<file path="src/rtl/echo_request_input.sv">
// echo_request_input
//   Receive-side endpoint of the Echo request pipe. Words {v, meth, tag}
//   arriving from the transport are buffered in a DEPTH-entry FIFO. A head
//   word with tag 1 is replayed as a say(meth, v) invocation once the
//   handler is ready. A head word with any other tag is dropped in one
//   cycle and counted in a saturating error counter.
//
// Optional feature macro: ECHO_REQUEST_INPUT_BYPASS_EN
//   When defined, a word arriving while the FIFO is empty skips storage.
//   A tag 1 word with the handler ready is presented as say in the same
//   cycle. A bad-tag word is counted directly.
//
// Ports
//   CLK               in   clock, all state on posedge
//   nRST              in   asynchronous active-low reset
//   pipe_enq_ena      in   enqueue strobe from the transport
//   pipe_enq_v        in   96-bit word {v[95:64], meth[63:32], tag[31:0]}
//   pipe_enq_rdy      out  FIFO can accept a word (state only)
//   request_say_ena   out  say invocation strobe
//   request_say_meth  out  meth argument
//   request_say_v     out  v argument
//   request_say_rdy   in   handler can accept say
//   count             out  current FIFO occupancy
//   err_count         out  discarded words, saturating at all-ones

module echo_request_input #(
   parameter int DEPTH = 4,
   parameter int ERR_W = 16
) (
   input  logic                     CLK,
   input  logic                     nRST,
   input  logic                     pipe_enq_ena,
   input  logic [95:0]              pipe_enq_v,
   output logic                     pipe_enq_rdy,
   output logic                     request_say_ena,
   output logic [31:0]              request_say_meth,
   output logic [31:0]              request_say_v,
   input  logic                     request_say_rdy,
   output logic [$clog2(DEPTH):0]   count,
   output logic [ERR_W-1:0]         err_count
);

   localparam int AW = $clog2(DEPTH);
   localparam logic [AW:0] FULL = (AW+1)'(DEPTH);

   logic [95:0]      fifo_q [DEPTH];
   logic [AW-1:0]    wr_ptr_q, wr_ptr_d;
   logic [AW-1:0]    rd_ptr_q, rd_ptr_d;
   logic [AW:0]      count_q, count_d;
   logic [ERR_W-1:0] err_q, err_d;
   logic             ready_q, ready_d;

   logic [95:0] head_word;
   logic [31:0] head_tag;
   logic [31:0] in_tag;
   logic        not_empty;
   logic        enq_rdy;
   logic        enq_fire;
   logic        say_fire;
   logic        head_drop;
   logic        pop;
   logic        byp_say;
   logic        byp_drop;
   logic        wr_en;
   logic        err_inc;

   always_comb begin
      head_word = fifo_q[rd_ptr_q];
      head_tag  = head_word[31:0];
      in_tag    = pipe_enq_v[31:0];
      not_empty = (count_q != '0);
      // Ready is a function of state only so the transport never sees a
      // combinational path from its own strobe.
      enq_rdy   = ready_q & (count_q != FULL);
      enq_fire  = pipe_enq_ena & enq_rdy;

      say_fire  = not_empty & (head_tag == 32'd1) & request_say_rdy;
      // Bad-tag heads leave regardless of handler readiness.
      head_drop = not_empty & (head_tag != 32'd1);
      pop       = say_fire | head_drop;

`ifdef ECHO_REQUEST_INPUT_BYPASS_EN
      byp_say  = ~not_empty & enq_fire & (in_tag == 32'd1) & request_say_rdy;
      byp_drop = ~not_empty & enq_fire & (in_tag != 32'd1);
      request_say_meth = not_empty ? head_word[63:32] : pipe_enq_v[63:32];
      request_say_v    = not_empty ? head_word[95:64] : pipe_enq_v[95:64];
`else
      byp_say  = 1'b0;
      byp_drop = 1'b0;
      request_say_meth = head_word[63:32];
      request_say_v    = head_word[95:64];
`endif

      wr_en   = enq_fire & ~byp_say & ~byp_drop;
      err_inc = head_drop | byp_drop;

      wr_ptr_d = wr_en ? wr_ptr_q + AW'(1) : wr_ptr_q;
      rd_ptr_d = pop   ? rd_ptr_q + AW'(1) : rd_ptr_q;
      count_d  = count_q + (AW+1)'(wr_en) - (AW+1)'(pop);
      err_d    = (err_inc && (err_q != '1)) ? err_q + ERR_W'(1) : err_q;
      ready_d  = 1'b1;

      pipe_enq_rdy    = enq_rdy;
      request_say_ena = say_fire | byp_say;
      count           = count_q;
      err_count       = err_q;
   end

   always_ff @(posedge CLK or negedge nRST) begin
      if (!nRST) begin
         wr_ptr_q <= '0;
         rd_ptr_q <= '0;
         count_q  <= '0;
         err_q    <= '0;
         ready_q  <= 1'b0;
      end else begin
         wr_ptr_q <= wr_ptr_d;
         rd_ptr_q <= rd_ptr_d;
         count_q  <= count_d;
         err_q    <= err_d;
         ready_q  <= ready_d;
      end
   end

   // Storage needs no reset: occupancy alone decides which entries are live.
   always_ff @(posedge CLK) begin
      if (wr_en) fifo_q[wr_ptr_q] <= pipe_enq_v;
   end

endmodule

</file>
<file path="config.mk">
export PLATFORM = sky130hd
export DESIGN_NAME = echo_request_input
export DESIGN_NICKNAME = d
export VERILOG_FILES = /design/src/rtl/echo_request_input.sv
export SDC_FILE = /design/constraint.sdc
export NUM_CORES = 1
export LEC_CHECK = 0
export CORE_ASPECT_RATIO = 0.6
export CORE_MARGIN = 1
export CORE_UTILIZATION = 50
export DETAILED_ROUTE_END_ITERATION = 10
export GPL_TIMING_DRIVEN = 0
export PLACE_DENSITY = 0.73
export SYNTH_ARGS = -nofsm -noshare
export SYNTH_HDL_FRONTEND = slang
export SYNTH_SLANG_ARGS = --single-unit
</file>
<file path="constraint.sdc">
create_clock -name CLK -period 4.55 [get_ports CLK]
set_clock_uncertainty 0.15 [all_clocks]
set_input_delay 1.365 -clock CLK [delete_from_list [all_inputs] [get_ports CLK]]
set_output_delay 1.365 -clock CLK [all_outputs]
set_load 0.005 [all_outputs]
</file>
==> metrics.md <==
| Metric | Value |
|---|---|
| TNS Setup | 0 ps |
| DIE WIDTH | 223.4 um |
| Synth cell types | 45 |
| Max clock buf depth | 3 |
| XOR/XNOR Fraction of Synth Area | 1.072% |
| Crit Path Category | flop to output pin |
| WL/cell | 21.63 um |
| Area contributors post-synth | edfxtp_1 (78%), mux4_2 (9.8%), dfrtp_1 (4.1%) |
| R2R setup slack | ~1400 ps |
| Final WS setup | 75.06 ps |
| Synth area leader | edfxtp_1 |
| Total gr overflow | 0 |
| IO Port Bufs | 184 |
| Max cap viols | 0 |
| Worst EP required | 3030 ps |
| Post-synth EDFFs | 384 |
| Syn_nets | around 750 |
| P_leak | 0.005996 uW |
| Number of buffers created by CTS | 37 |
| Core Area | 28830 um^2 |
| Reg clk slew, reported paths | 70 ps |
| Met1 Use GR | 27.93% |
| Ant. Diodes | 0 |
| Endpoint, Worst Hold | err_count[10]$_DFFE_PN0P_ |
| Power density over cell area | about 560 nW/um^2 |
| Most frequent cells in the layout | edfxtp_1 (384), clkdlybuf4s50_1 (184), mux4_2 (64) |
| Worst hold start | err_count[10]$_DFFE_PN0P_ |
| DP HPWL | 17.31 mm |
| Syn_area_per_cell | about 23 um^2 |
| Commonest non-fill, non-tap cell in the layout | edfxtp_1 |
| Status | completed |
| Worst-Skew Late Latency | 540 ps |
| Utilization after layout | 63.85% |
| Adder-Cell Fraction of Synth Area | less than 1% |
| Placement Setup Slack | 420.6 ps |
| Mapped Cells | between 600 and 700 |
| Yosys warns | 0 |
| Routed vias/inst | 5.523 |
| Detailed Route Iter0 Violations | around 440 |
| First-pass GRT wire length | 42.23 mm |
| All-Layer GR Usage | 18.87% |
| Final Critical Period | roughly 4500 ps |
| Hold_buf cts | 0 |
| Clk sinks | 408 |
| Seq/Total Area, Yosys | approximately 83% |
| Worst-path cell chain | nor4_1, nand4_1, nor3_1, a221o_1, buf_6, buf_6, and3_1, clkdlybuf4s50_1 |
| Mux cell area share after synthesis | 10.08% |
| Top FF cell, synth | edfxtp_1 |
| Main combinational cell family by area after synthesis | multiplexers |
| Peak supply drop | between 0.2 and 0.3 mV |
| Root buffer cell | clkbuf_16 |
| Fmax | 0.2235 GHz |
| Global routing's busiest layer | met2 |
| Number of global-route vias before repair | 7275 |
| FF/Latch Area | 12130 um^2 |
| Post-synth design cell area | 14700 um^2 |
| Asr flop ratio synth | 5.882% |
| Post-synthesis simple-gate area fraction | 4.297% |
| Num rows | 48 |
| Most frequent CP cell | buf_6 |
| Footprint of the multi-input gates | 2496 um^2 |
| Routing usage on met2 | 28.77% |
| Max-slew headroom | between 20% and 30% |
| GRT met3 Usage | 4.091% |
| Number of fill cells | 1979 |
| Reg2Reg Depth | 13 |
| Detail Route Antenna Nets | 0 |
| Arrival @ worst endpoint | 2960 ps |
| Crit-path slowest cell | nor4_1 |
| Residual DRC count | 0 |
| Num ports | 185 |
| P&R area growth vs syn | 25.18% |
| Crit end category | output pin |
| Hold Violations, Final | 0 |
| Critical Path Source Type | flop |
| Setup violations, final | 0 |
| Pwr Total | 10390 uW |
| Synthesized flop and latch total | a little over 400 |
| Chip height | 134.8 um |
| Synth top area share | 78.42% |
| Initial antenna violation count | 0 |
| Die area | 30120 um^2 |
| H-tree depth | 2 |
| GPL Wtd Cong | around 0.78 |
| CTS tree | yes |
| Hold Crit Depth | 1 |
| Detailed Routing Iterations Pass 1 | 5 |
| Nets | between 900 and 1000 |
| CP Max Fanout | 10 |
| R2R Path Start | fifo_q[1][23]$_DFFE_PP_ |
| Total Wirelength | 27.61 mm |
| Pins over their slew limit | 0 |
| CP Buf/Inv Count | 3 |
| Critical R2R Capture | count[2]$_DFF_PN0_ |
| Share of cells above drive strength 1 | 17.20% |
| Fin crit share | 98.35% |
| Worst-Margin Slew | approximately 1200 ps |
| Critical Path Max Stage Delay | approximately 560 ps |
| Pin count of the biggest net entering global routing | just over 60 |
| Top cell family by delay on the critical path | simple AND/OR/NAND/NOR gates |
| Via Count | between 7000 and 8000 |
| Starting density of the core | 51.01% |
| Complex-gate fraction of the synthesized area | 0.4255% |
| Setup repair bufs after CTS | 0 |
| Worst hold-check path type | flop to flop |
[final cells by class]
class,count,share of cell area (%)
clock inverter,22,1.156
inverter,8,0.1631
clock buffer,45,5.479
timing repair buffer,188,10.56
tap,375,2.549
sequential,408,65.91
buffer,18,0.6186
multi-input combinational,212,13.56
[layer usage]
layer  vias up  wire length (um)
met5         -                 0
met3        44              1734
met4         0               505
li1       3132                 -
met2       224             12710
met1      3647             12660
[worst max path at each step]
stage,startpoint,endpoint,slack (ps),depth (start not counted)
after floorplan,pipe_enq_ena,fifo_q[0][0]$_DFFE_PP_,310,1
after global placement,pipe_enq_ena,fifo_q[0][70]$_DFFE_PP_,-1760,2
after detailed placement,rd_ptr_q[1]$_DFFE_PN0P_,request_say_v[9],420,4
after CTS,rd_ptr_q[0]$_DFFE_PN0P_,request_say_ena,40,9
after global routing,rd_ptr_q[0]$_DFFE_PN0P_,request_say_ena,-7,9
final,fifo_q[1][23]$_DFFE_PP_,request_say_ena,80,8
[registers in the layout, summed over array words and instances, names as in the netlist]
signal,cells
ready_q,1
err_count,16
wr_ptr_q,2
fifo_q,384
rd_ptr_q,2
count,3
[kinds of logic after synthesis]
kind of cell               count (synthesis)
other                                      1
muxes                                     67
buffers and inverters                     26
DFF                                      408
and+or+nand+nor                          110
xor gates and xnor gates                  18
adders and majority gates                  8
AOI/OAI and AO/OA                          8
[cell usage after synthesis, types with 2 or more instances]
library cell	count
ha_1	7
xor2_1	12
nand2_1	14
nor4b_2	2
edfxtp_1	384
dfrtp_1	24
inv_1	8
nor2_1	19
or3_1	3
nand3_1	11
buf_2	8
buf_6	2
and3_1	8
mux4_2	64
xnor2_1	6
clkbuf_1	6
nor4b_1	2
mux2_4	2
nor3_1	9
nand4_1	9
nor4_1	22
[stage by stage]
stage	area (um^2)	hold slack [ps]	instances
after floorplan	14700	334.4	646
after global placement	17020	334.5	1205
after detailed placement	17140	338.5	1209
after CTS	18370	354.1	1276
after global routing	18410	385.7	1276
final	18410	354.3	1276
[where the power goes]
group / switching (uW) / internal [uW]
logic: 1100 / 1430
clock network: 1310 / 1810
registers: 160 / 4560
total: 2580 / 7810
[timing repair]
item,CTS,global route
resized for setup,4,9
endpoints found under the setup margin,50,20
pin swaps,0,2
gates cloned,0,0
No activity file was read; power rests on OpenSTA's default activity.
